## src/rtl/cla_pkg.sv

```systemverilog
// Shared widths and the stage-1 register layout for the pipelined CLA subtractor.
package cla_pkg;
   localparam int CLA_W   = 8;
   localparam int CLA_GRP = 4;

   // Lower-nibble result plus the upper-nibble operands still waiting for stage 2
   typedef struct packed {
      logic [CLA_GRP-1:0] lo_diff;
      logic               c4;
      logic [CLA_GRP-1:0] a_hi;
      logic [CLA_GRP-1:0] nb_hi;
   } s1_t;
endpackage

```

## src/rtl/borrow_lookahead_4.sv

```systemverilog
// 4-bit carry-lookahead group: every carry is a flat sum of products, no ripple.
module borrow_lookahead_4
   import cla_pkg::*;
(
   input  logic [CLA_GRP-1:0] p,
   input  logic [CLA_GRP-1:0] g,
   input  logic               cin,
   output logic [CLA_GRP:1]   c
);

   always_comb begin
      c[1] = g[0] | (p[0] & cin);
      c[2] = g[1] | (p[1] & g[0]) | (p[1] & p[0] & cin);
      c[3] = g[2] | (p[2] & g[1]) | (p[2] & p[1] & g[0]) | (p[2] & p[1] & p[0] & cin);
      c[4] = g[3] | (p[3] & g[2]) | (p[3] & p[2] & g[1]) | (p[3] & p[2] & p[1] & g[0])
           | (p[3] & p[2] & p[1] & p[0] & cin);
   end

endmodule

```

## src/rtl/cla_sub_pipe.sv

```systemverilog
// Two-stage pipelined 8-bit subtractor (a - b - bin) built from lookahead groups.
// Define CLA_SUB_OVF_EN to add the signed-overflow output ovf.
module cla_sub_pipe
   import cla_pkg::*;
(
   input  logic             clk,
   input  logic             rst,
   input  logic [CLA_W-1:0] a,
   input  logic [CLA_W-1:0] b,
   input  logic             bin,
   input  logic             in_valid,
   output logic             in_ready,
   output logic [CLA_W-1:0] diff,
   output logic             bout,
`ifdef CLA_SUB_OVF_EN
   output logic             ovf,
`endif
   output logic             out_valid,
   input  logic             out_ready
);

   logic [CLA_W-1:0]   nb;
   logic [CLA_GRP-1:0] g_lo, p_lo, g_hi, p_hi, hi_diff;
   logic [CLA_GRP:1]   c_lo, c_hi;
   logic               c0;
   s1_t                s1_d, s1_q;
   logic               s1_valid, s2_valid;
   logic               s1_adv, s2_adv;

   assign s2_adv    = !s2_valid | out_ready;
   assign s1_adv    = !s1_valid | s2_adv;
   assign in_ready  = s1_adv;
   assign out_valid = s2_valid;

   // Subtraction as a + ~b + ~bin; the final carry is the inverted borrow
   assign nb   = ~b;
   assign c0   = ~bin;
   assign g_lo = a[CLA_GRP-1:0] & nb[CLA_GRP-1:0];
   assign p_lo = a[CLA_GRP-1:0] ^ nb[CLA_GRP-1:0];

   borrow_lookahead_4 u_lo (
      .p   (p_lo),
      .g   (g_lo),
      .cin (c0),
      .c   (c_lo)
   );

   always_comb begin
      s1_d         = '0;
      s1_d.lo_diff = p_lo ^ {c_lo[3:1], c0};
      s1_d.c4      = c_lo[4];
      s1_d.a_hi    = a[CLA_W-1:CLA_GRP];
      s1_d.nb_hi   = nb[CLA_W-1:CLA_GRP];
   end

   assign g_hi = s1_q.a_hi & s1_q.nb_hi;
   assign p_hi = s1_q.a_hi ^ s1_q.nb_hi;

   borrow_lookahead_4 u_hi (
      .p   (p_hi),
      .g   (g_hi),
      .cin (s1_q.c4),
      .c   (c_hi)
   );

   assign hi_diff = p_hi ^ {c_hi[3:1], s1_q.c4};

   always_ff @(posedge clk or posedge rst) begin
      if (rst) begin
         s1_valid <= 1'b0;
         s1_q     <= '0;
      end else if (s1_adv) begin
         s1_valid <= in_valid;
         if (in_valid)
            s1_q <= s1_d;
      end
   end

   // Result registers only change when stage 2 advances, so a stalled result holds
   always_ff @(posedge clk or posedge rst) begin
      if (rst) begin
         s2_valid <= 1'b0;
         diff     <= '0;
         bout     <= 1'b0;
`ifdef CLA_SUB_OVF_EN
         ovf      <= 1'b0;
`endif
      end else if (s2_adv) begin
         s2_valid <= s1_valid;
         if (s1_valid) begin
            diff <= {hi_diff, s1_q.lo_diff};
            bout <= ~c_hi[4];
`ifdef CLA_SUB_OVF_EN
            ovf  <= c_hi[3] ^ c_hi[4];
`endif
         end
      end
   end

endmodule

```

## config.mk

```make
export PLATFORM = sky130hd
export DESIGN_NAME = cla_sub_pipe
export DESIGN_NICKNAME = d
export VERILOG_FILES = /design/src/rtl/cla_pkg.sv /design/src/rtl/borrow_lookahead_4.sv /design/src/rtl/cla_sub_pipe.sv
export SDC_FILE = /design/constraint.sdc
export NUM_CORES = 1
export LEC_CHECK = 0
export BUFFER_PORTS_ARGS = -buffer_cell sky130_fd_sc_hd__buf_2
export CAP_MARGIN = 20
export CORE_MARGIN = 1.5
export CORE_UTILIZATION = 46
export DETAILED_ROUTE_END_ITERATION = 6
export HOLD_SLACK_MARGIN = 0.03
export PLACE_DENSITY = 0.82
export SLEW_MARGIN = 20
export SYNTH_ARGS = -nofsm -noshare
export SYNTH_HDL_FRONTEND = slang
export SYNTH_SLANG_ARGS = --single-unit
export TNS_END_PERCENT = 10
```

## constraint.sdc

```tcl
create_clock -name clk -period 1.6 [get_ports clk]
set_clock_uncertainty 0.2 [all_clocks]
set_input_delay 0.24 -clock clk [delete_from_list [all_inputs] [get_ports clk]]
set_output_delay 0.24 -clock clk [all_outputs]
set_load 0.05 [all_outputs]
```

## Word level (Yosys, flattened, before mapping)

Index checks and enable logic that the tools add are counted.

| operators by class | value |
|---|---|
| multiply operators | 0 |
| equality and inequality tests | 0 |
| multiplexer cells | 0 |
| divide/modulo/power cells | 0 |
| order comparisons | 0 |
| shift operators | 0 |
| bitwise logic cells | 63 |
| reduce and logical (&&, ||, !) cells | 4 |
| add/subtract/negate cells | 0 |

Operators by type and width:

| operator | count |
|---|---|
| 1-bit bitwise AND | 32 |
| 1-bit OR | 22 |
| 4-bit bitwise XOR | 4 |
| 4-bit bitwise AND | 2 |
| 8-bit inverter | 1 |
| 2-bit AND reduction | 2 |
| 1-bit logical NOT | 2 |
| 1-bit inverter | 2 |

| storage, ports and cells | value |
|---|---|
| memories | 0 |
| bits of input ports | 21 |
| memory bits (writable) | 0 |
| bits in latches | 0 |
| memory bits (read-only) | 0 |
| register bits | 24 |
| output and inout port bits | 11 |

## Logic depth before layout (Yosys ltp)

Gate-level depths: netlist (run 1).

| depth | value |
|---|---|
| depth in word-level cells | 7 |
| gate-level depth with buffers | 6 |
| mapped depth without buffers | 6 |

## Hierarchy

Synthesis (run 1) repeated with hierarchy kept, for this count alone.

| unflattened totals | value |
|---|---|
| cells, all modules | 93 |
| area total of the unflattened synthesis | 1189.9 um^2 |

Modules (own cells, without submodules):

| module | area an instance (um^2) | cells each | instances |
|---|---|---|---|
| cla_sub_pipe | 1112.3 | 83 | 1 |
| borrow_lookahead_4 | 38.8 | 5 | 2 |

## Worst setup path before layout (run 1)

No wires, ideal clock.

| timing | value |
|---|---|
| path type | reg2reg |
| start point | register s2_valid (netlist: out_valid) |
| end point | register s1_q[4] (netlist bit) |
| stages on the path, launching flop included | 5 |
| path buffers | 1 |
| slack | -427 ps |
| library setup time | 125 ps |
| clock period less this slack | 2027 ps |
| data arrival time | 1702 ps |
| data required time | 1275 ps |
| cell sequence | dfrtp_1 -> nand3b_2 -> nand2_2 -> buf_6 -> mux2_4 |

| on the way | value |
|---|---|
| word-level cells in the longest chain between the ends | 4 |

Ends and longest elaborated chain:

| element | line | text |
|---|---|---|
| start: declaration | cla_sub_pipe.sv:27 | `logic s1_valid, s2_valid;` |
| start signal: assignment | cla_sub_pipe.sv:89 | `s2_valid <= s1_valid;` |
| 1-bit logical NOT | cla_sub_pipe.sv:30 | `assign s2_adv = !s2_valid \| out_ready;` |
| 1-bit OR | cla_sub_pipe.sv:30 |  |
| 1-bit OR | cla_sub_pipe.sv:31 | `assign s1_adv = !s1_valid \| s2_adv;` |
| named net in_ready | cla_sub_pipe.sv:12 | `output logic in_ready,` |
| 2-bit AND reduction (no line) | -- |  |
| end signal: assignment | cla_sub_pipe.sv:71 | `s1_q <= '0;` |
| end signal: assignment | cla_sub_pipe.sv:75 | `s1_q <= s1_d;` |
| end: declaration | cla_sub_pipe.sv:26 | `s1_t s1_d, s1_q;` |

The timed path passes the listed nets, and every way through them passes these cells.
A chain may end at the register's enable or synchronous reset.

## Worst setup path after layout (run 1)

| timing | value |
|---|---|
| start point | register s1_q[4] (netlist bit) |
| end point | register bout |

| on the way | value |
|---|---|
| word-level cells in the longest chain between the ends | 5 |

Ends and longest elaborated chain:

| element | line | text |
|---|---|---|
| 4-bit bitwise AND / 4-bit bitwise XOR (equally long branches) | cla_sub_pipe.sv:56, cla_sub_pipe.sv:57 |  |
| 1-bit bitwise AND (on tied branches) | borrow_lookahead_4.sv:15, borrow_lookahead_4.sv:16 |  |
| 1-bit OR / 1-bit bitwise AND (equally long branches) | borrow_lookahead_4.sv:15, borrow_lookahead_4.sv:16 |  |
| 1-bit OR (*) | borrow_lookahead_4.sv:16 | `\| (p[3] & p[2] & p[1] & p[0] & cin);` |
| 1-bit inverter (*) | cla_sub_pipe.sv:92 | `bout <= ~c_hi[4];` |
| end signal: assignment | cla_sub_pipe.sv:92 |  |
| end: declaration | cla_sub_pipe.sv:14 | `output logic bout,` |

Mark *: on every way between the ends. The rest lies on a longest branch, timed or not.

==> impl_metrics.env, run 1 <==
export IMPL_r2r_setup_slack_ps=4
export IMPL_maxSlewHeadroom_pct=80.3
export IMPL_outcome="complete, no violations"
export IMPL_worst_hold_startpoint="out_ready"
export IMPL_highest_ir_drop_seen_on_vdd_mv=0.875
export IMPL_final_max_slew_viol_count=0
export IMPL_grt_use_met2_pct=33.1
export IMPL_gr_total_overflow=0
export IMPL_worst_case_setup_margin_in_the_final_layout_ps=3.55
export IMPL_place_gp_congestion=0.772
export IMPL_dieArea_um2=2960
export IMPL_critPathLaunchType="flop"
export IMPL_design_final_nets=186
export IMPL_routed_wirelength_um=2180
export IMPL_dpl_worst_slack_ps=-57.2
export IMPL_die_w_um=54.4
export IMPL_initial_utilization_pct=48.7
export IMPL_placed_cells=170
export IMPL_setup_violations=0
export IMPL_clock_sink_count=24
export IMPL_drtIter0Drc=3
export IMPL_dp_hpwl_um=1710
export IMPL_timing_fmax_ghz=0.626
export IMPL_ys_async_sr_fraction_pct=100
export IMPL_timing_critical_path_slowest_stage_cell="dfrtp_1"
export IMPL_cellPowerDensity_nw_per_um2=1230
export IMPL_ys_seq_area_share_pct=49.3
export IMPL_hold_class="input pin to flop"
export IMPL_period_needed_ps=1600
export IMPL_timing_critical_path_cells="ha_1 > a211oi_2 > o21bai_2 > a211oi_2 > a21o_1"
export IMPL_globalRoute_busiestLayer="met2"
export IMPL_rsz0062_at_grt="true"
export IMPL_timing_worst_slew_pin_value_ps=296
export IMPL_whs_endpoint="out_valid"
export IMPL_tritoncts_num_buffers=3
export IMPL_crit_buf_inv=0
export IMPL_critPathKind="flop to flop"
export IMPL_area_occupied_by_multi_input_gates_um2=558
export IMPL_mostFrequentLayoutCells="buf_2, dfrtp_1, nand2_1, dlygate4sd3_1, inv_1"
export IMPL_netlist_area_um2=1220
export IMPL_first_global_vias=879
export IMPL_port_buffers=31
export IMPL_number_of_top_level_design_ports=32
export IMPL_clock_slew_seen_by_the_registers_of_the_worst_setup_and_hold_paths_ps=130
export IMPL_final_min_period_over_clock_period_pct=99.8
export IMPL_ys_warnings_count=0
export IMPL_maximum_number_of_pins_on_one_net_before_global_route_repair=25
export IMPL_worstSkewPairLatency_ps=300
export IMPL_critical_path_max_stage_delay_ps=400
export IMPL_h_tree_depth=1
export IMPL_area_delta_synth_final_pct=28.2
export IMPL_fillers=214
export IMPL_postSynthAreaPerCell_um2=11.5
export IMPL_detail_route_vias_per_cell=4.88
export IMPL_cts_buffer_depth=2
export IMPL_max_cap_violations=0
export IMPL_die_h_um=54.4
export IMPL_synth_enable_flop_cells=0
export IMPL_antenna_found_initial=0
export IMPL_r2r_worst_path_cells=5
export IMPL_cpLargestDelayFamily="compound AO/OA/AOI/OAI gates"
export IMPL_ant_nets=0
export IMPL_final_common_cell="buf_2"
export IMPL_timing_final_hold_violations=0
export IMPL_grt_met1_usage_pct=20.5
export IMPL_worst_setup_ep_type="flop"
export IMPL_antenna_cells=0
export IMPL_clock_root_buffer="clkbuf_4"
export IMPL_post_dp_cell_area_um2=1430
export IMPL_post_route_cells_drive_above_1_share_pct=36.4
export IMPL_critical_path_arrival_ps=1640
export IMPL_synth_net_count=137
export IMPL_worst_path_max_fanout=2
export IMPL_design_area_um2=1560
export IMPL_grt_first_pass_wirelength_um=3690
export IMPL_yosys_reg_bits=24
export IMPL_final_cells=184
export IMPL_hold_path_cell_count=3
export IMPL_drtPass1Iterations=4
export IMPL_cts_tree="done"
export IMPL_yosys_most_used_dff="dfrtp_1"
export IMPL_worst_path_most_repeated_cell="a211oi_2"
export IMPL_gr_usage_met3_pct=2.19
export IMPL_finalPower_mw=1.92
export IMPL_regArea_um2=602
export IMPL_critical_path_reg2reg_endpoint="bout"
export IMPL_synth_distinct_cells=27
export IMPL_cp_required_ps=1640
export IMPL_remaining_drc_errors=0
export IMPL_routed_wire_length_per_instance_um=11.9
export IMPL_dr_total_vias=897
export IMPL_final_core_util_pct=62.4
export IMPL_global_route_usage_total_pct=17.7
export IMPL_power_static_leakage_nw=0.795
export IMPL_syn_instance_count=106
export IMPL_coreArea_um2=2500
export IMPL_fp_row_count=18
export IMPL_r2r_start="s1_q[4]"
## kinds of logic (layout without fill, tap and decap cells)
logic type                 after synthesis  after routing  synth area share, %
muxes                                    8              8                 8.02
AOI/OAI and AO/OA                       22             22                 12.3
buffers and inverters                   12             60                 5.96
adders and majority gates               10             10                 11.5
and+or+nand+nor                         26             26                 9.97
DFF                                     24             24                 49.3
xor gates and xnor gates                 4              4                 2.88
## where the power goes
| part | switching (mW) | internal (mW) | total (mW) |
|---|---|---|---|
| registers | 0.0708 | 0.745 | 0.816 |
| logic | 0.549 | 0.295 | 0.844 |
| clock network | 0.163 | 0.0969 | 0.260 |
| total | 0.783 | 1.14 | 1.92 |
## state kept, by name (all words and copies together) (netlist names)
signal and cells:
bout 1, diff 8, out_valid 1, s1_q 13, s1_valid 1
## how the worst max path moves through the flow
stage	slack, ps	start	cells after the start	endpoint
2_1_floorplan	-50	out_valid	4	s1_q[4]
3_3_place_gp	-20	s1_q[0]	5	bout
3_5_place_dp	-60	s1_q[0]	5	bout
4_1_cts	-9	s1_q[4]	5	bout
5_1_grt	-100	s1_q[4]	5	diff[7]
6_report	4	s1_q[4]	5	bout
## tightest hold or removal path: stages
cell and delay, ps:
buf_2 80, nand2b_1 130, nand2b_1 60
## through the flow
step	hold WS [ps]	setup TNS (ps)
finish	38.3	0
global route	35.2	-275
CTS	36.6	-8.78
detailed placement	103	-133
global placement	91.5	-20.7
floorplan	54.6	-109
## per-layer routing
layer  part of all wire [%]  wire (um)  up-vias
met1                     43        933      422
met2                     52       1140       21
met3                    3.7         80        2
li1                       -          -      452
met4                    1.2         27        0
met5                      0          0        -
## cell usage after synthesis (2+ instances only)
| cell | instances | area share [%] |
|---|---|---|
| nand2b_1 | 4 | 2.1 |
| fa_1 | 2 | 3.3 |
| o21ai_1 | 2 | 0.82 |
| mux2_2 | 6 | 5.5 |
| nand2_2 | 2 | 1.0 |
| a21oi_1 | 2 | 0.82 |
| xor2_1 | 2 | 1.4 |
| dfrtp_1 | 24 | 49 |
| nor2_1 | 5 | 1.5 |
| a211oi_2 | 2 | 2.1 |
| inv_1 | 9 | 2.8 |
| ha_1 | 8 | 8.2 |
| xnor2_1 | 2 | 1.4 |
| mux2_4 | 2 | 2.5 |
| nand2_1 | 13 | 4.0 |
| o21ai_0 | 10 | 4.1 |
## what timing repair did
| action | in CTS | in global routing |
|---|---|---|
| endpoints found under the hold margin | 33 | 0 |
| cloned | 0 | 0 |
| buffers inserted | 0 | 0 |
| setup endpoints to repair | 3 | 4 |
| pin swaps | 4 | 1 |
| gates resized for setup | 2 | 1 |
| hold buffers | 10 | 0 |
## area by class of cell
| cell class | instances | area share (%) |
|---|---|---|
| well taps | 30 | 2.41 |
| flip-flops and latches | 24 | 38.6 |
| clock buffers | 4 | 1.68 |
| inverters | 9 | 2.17 |
| multi-input cells | 70 | 35.8 |
| repair buffers | 47 | 19.4 |
Note: power is estimated with default switching activity, not from simulation.
==> inputs of run 2 (changes only) <==
--- a/config.mk
+++ b/config.mk
@@ -11,7 +11,7 @@
 export CORE_UTILIZATION = 46
 export DETAILED_ROUTE_END_ITERATION = 6
 export HOLD_SLACK_MARGIN = 0.03
-export PLACE_DENSITY = 0.82
+export PLACE_DENSITY = 0.74
 export SLEW_MARGIN = 20
 export SYNTH_ARGS = -nofsm -noshare
 export SYNTH_HDL_FRONTEND = slang
==> impl_metrics.env, run 2 (same netlist as run 1, synthesis figures left out) <==
export IMPL_dp_hpwl_um=1570
export IMPL_antenna_cells=0
export IMPL_setup_violations=0
export IMPL_grt_first_pass_wirelength_um=3460
export IMPL_max_flop_register="s1_q"
export IMPL_clock_root_buffer="clkbuf_4"
export IMPL_max_cap_violations=0
export IMPL_critical_path_max_stage_delay_ps=400
export IMPL_maximum_number_of_pins_on_one_net_before_global_route_repair=25
export IMPL_ant_nets=0
export IMPL_final_common_cell="buf_2"
export IMPL_global_route_usage_total_pct=16.5
export IMPL_crit_buf_inv=0
export IMPL_cpLargestDelayFamily="compound AO/OA/AOI/OAI gates"
export IMPL_gr_total_overflow=0
export IMPL_coreArea_um2=2500
export IMPL_r2r_start="s1_q[4]"
export IMPL_final_min_period_over_clock_period_pct=99.6
export IMPL_critical_path_arrival_ps=1660
export IMPL_critPathKind="flop to flop"
export IMPL_fp_row_count=18
export IMPL_die_h_um=54.4
export IMPL_whs_endpoint="s1_q[9]"
export IMPL_timing_worst_slew_pin_value_ps=298
export IMPL_dieArea_um2=2960
export IMPL_first_global_vias=816
export IMPL_drtIter0Drc=3
export IMPL_worst_path_most_repeated_cell="a211oi_2"
export IMPL_power_static_leakage_nw=0.812
export IMPL_critical_path_reg2reg_endpoint="bout"
export IMPL_mostFrequentLayoutCells="buf_2, dfrtp_1, nand2_1, dlygate4sd3_1, o21ai_0"
export IMPL_routed_wire_length_per_instance_um=11.5
export IMPL_worstSkewPairLatency_ps=310
export IMPL_period_needed_ps=1590
export IMPL_port_buffers=31
export IMPL_tritoncts_num_buffers=3
export IMPL_maxSlewHeadroom_pct=80.2
export IMPL_worst_setup_ep_type="flop"
export IMPL_timing_fmax_ghz=0.627
export IMPL_detail_route_vias_per_cell=4.73
export IMPL_finalSetupTns_ps=0
export IMPL_number_of_top_level_design_ports=32
export IMPL_die_w_um=54.4
export IMPL_cp_required_ps=1670
export IMPL_design_final_nets=190
export IMPL_highest_ir_drop_seen_on_vdd_mv=0.754
export IMPL_final_cells=188
export IMPL_biggestRegsByFlops="s1_q (13), diff (8)"
export IMPL_cts_tree="done"
export IMPL_fillers=210
export IMPL_finalPower_mw=1.93
export IMPL_r2r_worst_path_cells=5
export IMPL_remaining_drc_errors=0
export IMPL_antenna_found_initial=0
export IMPL_r2r_setup_slack_ps=6
export IMPL_dr_total_vias=889
export IMPL_timing_critical_path_cells="ha_1 > a211oi_2 > o21bai_2 > a211oi_2 > a21o_1"
export IMPL_post_route_cells_drive_above_1_share_pct=36.7
export IMPL_hold_path_cell_count=3
export IMPL_timing_critical_path_slowest_stage_cell="dfrtp_1"
export IMPL_h_tree_depth=1
export IMPL_clock_sink_count=24
export IMPL_area_occupied_by_multi_input_gates_um2=558
export IMPL_worst_hold_startpoint="bin"
export IMPL_regArea_um2=602
export IMPL_initial_utilization_pct=48.7
export IMPL_clock_slew_seen_by_the_registers_of_the_worst_setup_and_hold_paths_ps=120
export IMPL_timing_final_hold_violations=0
export IMPL_hold_class="input pin to flop"
export IMPL_cellPowerDensity_nw_per_um2=1210
export IMPL_outcome="complete, no violations"
export IMPL_largest_register_ff_count=13
export IMPL_placed_cells=171
export IMPL_critPathLaunchType="flop"
export IMPL_final_max_slew_viol_count=0
export IMPL_rsz0062_at_grt="true"
export IMPL_worstSetupStartpoint="s1_q[4]"
export IMPL_worst_path_max_fanout=2
export IMPL_final_core_util_pct=63.8
export IMPL_drtPass1Iterations=4
export IMPL_place_gp_congestion=0.738
export IMPL_routed_wirelength_um=2170
export IMPL_cts_buffer_depth=2
export IMPL_area_delta_synth_final_pct=31.0
-- run 2: how the worst max path moves through the flow --
| stage | to | slack, ps | depth (start not counted) |
|---|---|---|---|
| 3_5_place_dp | bout | -60 | 5 |
| 6_report | bout | 6 | 5 |
| 2_1_floorplan | s1_q[4] | -50 | 4 |
| 4_1_cts | bout | 0.7 | 5 |
| 5_1_grt | bout | -110 | 5 |
| 3_3_place_gp | bout | -30 | 5 |
-- run 2: metal layers --
metal	share of wire, %	routed length [um]	vias to the layer above	global-route usage, %
li1	-	-	457	-
met1	43	941	407	20.4
met2	52	1140	23	28.7
met3	3.4	74	2	2.46
met4	0.88	19	0	6.25
met5	0	0	-	0
-- run 2: per-stage QoR --
stage / setup slack, ps / hold WS [ps] / area, um2
floorplan: -52.3 / 54.6 / 1230
global placement: -26.2 / 90.3 / 1440
detailed placement: -63.7 / 99.1 / 1440
CTS: 0.667 / 72.4 / 1590
global route: -113 / 80.5 / 1600
finish: 5.60 / 78.6 / 1600
-- run 2: area by class of cell --
cell class	count	area share, %
clock buffer	4	1.65
inverter	9	2.12
multi-input combinational	70	35.0
sequential	24	37.7
tap	30	2.35
timing repair buffer	51	21.2
-- run 2: timing repair --
item | in CTS | in global routing
hold endpoints to repair | 34 | 0
endpoints found under the setup margin | 3 | 5
gates resized for setup | 0 | 2
pin swaps | 4 | 0
hold buffers | 12 | 0
buffers inserted | 1 | 0
-- run 2: worst min-delay path, delay by kind of cell --
kind            cells  cell delay [ps]
compound gates      1               80
fa+ha+maj           1              140
buf+inv             1               90
-- run 2: power breakdown --
| part | internal, mW | total [mW] | switching [mW] |
|---|---|---|---|
| combinational | 0.304 | 0.846 | 0.542 |
| clock | 0.0976 | 0.271 | 0.174 |
| sequential | 0.745 | 0.816 | 0.0711 |
| total | 1.15 | 1.93 | 0.787 |
==> inputs of run 3 (changes only) <==
--- a/config.mk
+++ b/config.mk
@@ -5,13 +5,14 @@
 export SDC_FILE = /design/constraint.sdc
 export NUM_CORES = 1
 export LEC_CHECK = 0
+export ABC_AREA = 1
 export BUFFER_PORTS_ARGS = -buffer_cell sky130_fd_sc_hd__buf_2
 export CAP_MARGIN = 20
 export CORE_MARGIN = 1.5
-export CORE_UTILIZATION = 46
+export CORE_UTILIZATION = 47
 export DETAILED_ROUTE_END_ITERATION = 6
 export HOLD_SLACK_MARGIN = 0.03
-export PLACE_DENSITY = 0.74
+export PLACE_DENSITY = 0.75
 export SLEW_MARGIN = 20
 export SYNTH_ARGS = -nofsm -noshare
 export SYNTH_HDL_FRONTEND = slang
==> constraint.sdc (replaced) <==
create_clock -name clk -period 1.6 [get_ports clk]
set_clock_uncertainty 0.2 [all_clocks]
set_input_delay 0.24 -clock clk [delete_from_list [all_inputs] [get_ports clk]]
set_output_delay 0.24 -clock clk [all_outputs]
set_load 0.005 [all_outputs]
==> impl_metrics.env, run 3 <==
export IMPL_outcome="complete, no violations"
export IMPL_syn_instance_count=150
export IMPL_highest_ir_drop_seen_on_vdd_mv=0.693
export IMPL_post_dp_cell_area_um2=1440
export IMPL_ys_seq_area_share_pct=47.5
export IMPL_synth_net_count=181
export IMPL_ys_async_sr_fraction_pct=100
export IMPL_yosys_cell_count_top_type="nand2_1"
export IMPL_critPathLaunchType="flop"
export IMPL_yosys_reg_bits=24
export IMPL_cellPowerDensity_nw_per_um2=1110
export IMPL_first_global_vias=1001
export IMPL_drtPass1Iterations=4
export IMPL_post_synth_main_area_contributors="dfrtp_1, nand2_1, ha_1"
export IMPL_die_h_um=54.9
export IMPL_routed_wire_length_per_instance_um=11.5
export IMPL_port_buffers=31
export IMPL_synth_enable_flop_cells=0
export IMPL_design_area_um2=1630
export IMPL_mostFrequentLayoutCells="nand2_1, buf_2, dfrtp_1, inv_1, dlygate4sd3_1"
export IMPL_clock_slew_seen_by_the_registers_of_the_worst_setup_and_hold_paths_ps=130
export IMPL_critPathKind="flop to flop"
export IMPL_ant_nets=0
export IMPL_final_common_cell="nand2_1"
export IMPL_yosys_most_used_dff="dfrtp_1"
export IMPL_area_delta_synth_final_pct=28.7
export IMPL_final_max_slew_viol_count=0
export IMPL_critical_path_max_stage_delay_ps=450
export IMPL_synth_top_area_share_pct=47.5
export IMPL_clock_sink_count=24
export IMPL_crit_buf_inv=0
export IMPL_worstSetupStartpoint="s1_q[1]"
export IMPL_switching_share_pct=33.8
export IMPL_clock_root_buffer="clkbuf_4"
export IMPL_finalPower_mw=1.80
export IMPL_maxSlewHeadroom_pct=75.7
export IMPL_biggestRegsByFlops="s1_q (13), diff (8)"
export IMPL_hold_class="input pin to flop"
export IMPL_cpLargestDelayFamily="simple AND/OR/NAND/NOR gates"
export IMPL_detail_route_vias_per_cell=4.92
export IMPL_finalSetupTns_ps=0
export IMPL_r2r_start="s1_q[1]"
export IMPL_synth_common_cells="nand2_1, dfrtp_1, inv_1, nand3_1"
export IMPL_antenna_found_initial=0
export IMPL_h_tree_depth=1
export IMPL_worst_path_most_repeated_cell="nand2_1"
export IMPL_worstSkewPairLatency_ps=330
export IMPL_total_switching_power_mw=0.609
export IMPL_synth_distinct_cells=22
export IMPL_worst_path_max_fanout=4
export IMPL_maximum_number_of_pins_on_one_net_before_global_route_repair=25
export IMPL_dieArea_um2=3010
export IMPL_number_of_top_level_design_ports=32
export IMPL_post_route_cells_drive_above_1_share_pct=24.6
export IMPL_antenna_cells=0
export IMPL_postSynthAreaPerCell_um2=8.43
export IMPL_cp_required_ps=1630
export IMPL_max_flop_register="s1_q"
export IMPL_worst_case_setup_margin_in_the_final_layout_ps=64.1
export IMPL_dp_hpwl_um=1780
export IMPL_power_static_leakage_nw=0.896
export IMPL_largest_register_ff_count=13
export IMPL_dr_total_vias=1108
export IMPL_critical_path_arrival_ps=1560
export IMPL_tritoncts_num_buffers=3
export IMPL_setup_violations=0
export IMPL_drtIter0Drc=19
export IMPL_worst_setup_ep_type="flop"
export IMPL_place_gp_congestion=0.888
export IMPL_design_final_nets=227
export IMPL_dpl_worst_slack_ps=41.3
export IMPL_final_min_period_over_clock_period_pct=96.0
export IMPL_timing_critical_path_slowest_stage_cell="dfrtp_1"
export IMPL_global_route_usage_total_pct=18.5
export IMPL_fillers=205
export IMPL_internal_power_mw=1.19
export IMPL_ys_warnings_count=0
export IMPL_cts_tree="done"
export IMPL_synth_area_leader_cell="dfrtp_1"
export IMPL_fp_row_count=18
export IMPL_timing_worst_slew_pin_value_ps=363
export IMPL_timing_fmax_ghz=0.651
export IMPL_timing_critical_path_cells="ha_4 > nand2_1 > nand2_1 > nand2_1 > nand2_1 > nand2_2 > nand2_1 > nand2_1"
export IMPL_grt_first_pass_wirelength_um=3940
export IMPL_comb_power_share_pct=33.9
export IMPL_coreArea_um2=2520
export IMPL_seqPwrFrac_pct=48.0
export IMPL_cts_buffer_depth=2
export IMPL_die_w_um=54.9
export IMPL_power_clock_fraction_pct=18.1
export IMPL_initial_utilization_pct=50.1
export IMPL_remaining_drc_errors=0
export IMPL_max_cap_violations=0
export IMPL_timing_final_hold_violations=0
export IMPL_netlist_area_um2=1260
export IMPL_gr_total_overflow=0
export IMPL_worst_hold_startpoint="bin"
export IMPL_routed_wirelength_um=2600
export IMPL_period_needed_ps=1540
==> run 3: tightest hold or removal path, cell delays in order <==
cell     delay (ps)
buf_2           100
fa_1            140
o21ai_0          70
==> run 3: what timing repair did <==
| item | CTS | global route |
|---|---|---|
| gates resized for setup | 0 | 6 |
| setup endpoints to repair | 0 | 3 |
| setup buffers | 0 | 1 |
| endpoints found under the hold margin | 34 | 0 |
| hold buffers | 11 | 0 |
==> run 3: layout make-up <==
| cell class | instances | area, um2 | area share (%) |
|---|---|---|---|
| multi-input combinational | 104 | 597 | 36.7 |
| timing repair buffer | 44 | 280 | 17.2 |
| clock buffer | 4 | 36.3 | 2.23 |
| sequential | 24 | 601 | 36.9 |
| inverter | 19 | 76.3 | 4.69 |
| tap | 30 | 37.5 | 2.31 |
==> run 3: power groups by stage <==
stage                     combinational, mW  clock, mW  sequential [mW]
after floorplan                       0.347          0            0.867
after global placement                0.525          0            0.858
after detailed placement              0.545          0            0.868
after CTS                             0.573      0.321            0.856
after global routing                  0.709      0.349            0.889
final                                 0.611      0.325            0.864
==> run 3: kinds of logic after synthesis <==
kind of cell / share of synthesized area, %
and+or+nand+nor: 26.6
DFF: 47.5
buffers and inverters: 7.91
AOI/OAI and AO/OA: 5.54
adders and majority gates: 11.1
xor gates and xnor gates: 1.39
==> run 3: worst paths after layout <==
path                       depth (start not counted)  slack [ps]       end
max in group asynchronous                          4         700  s1_q[10]
max                                                8          60      bout
max reg2reg                                        8          60      bout
min reg2reg                                        2         290   diff[0]
min                                                3          60   s1_q[9]
min in group asynchronous                          4         280   s1_q[8]
==> run 3: routing by layer <==
layer | track usage (%) | wire (um) | part of all wire, %
met1 | 20.1 | 1130 | 44
met4 | 10.0 | 56 | 2.2
met5 | 0 | 0 | 0
met3 | 0.820 | 79 | 3.0
met2 | 35.1 | 1330 | 51
==> run 3: per-stage QoR <==
step                std cells  util, %  hold WS [ps]
CTS                       224     62.8          67.7
global route              225     64.5           116
detailed placement        209     57.0          96.6
floorplan                 150        -          54.6
global placement          209     57.0          90.9
finish                    225     64.5          63.7
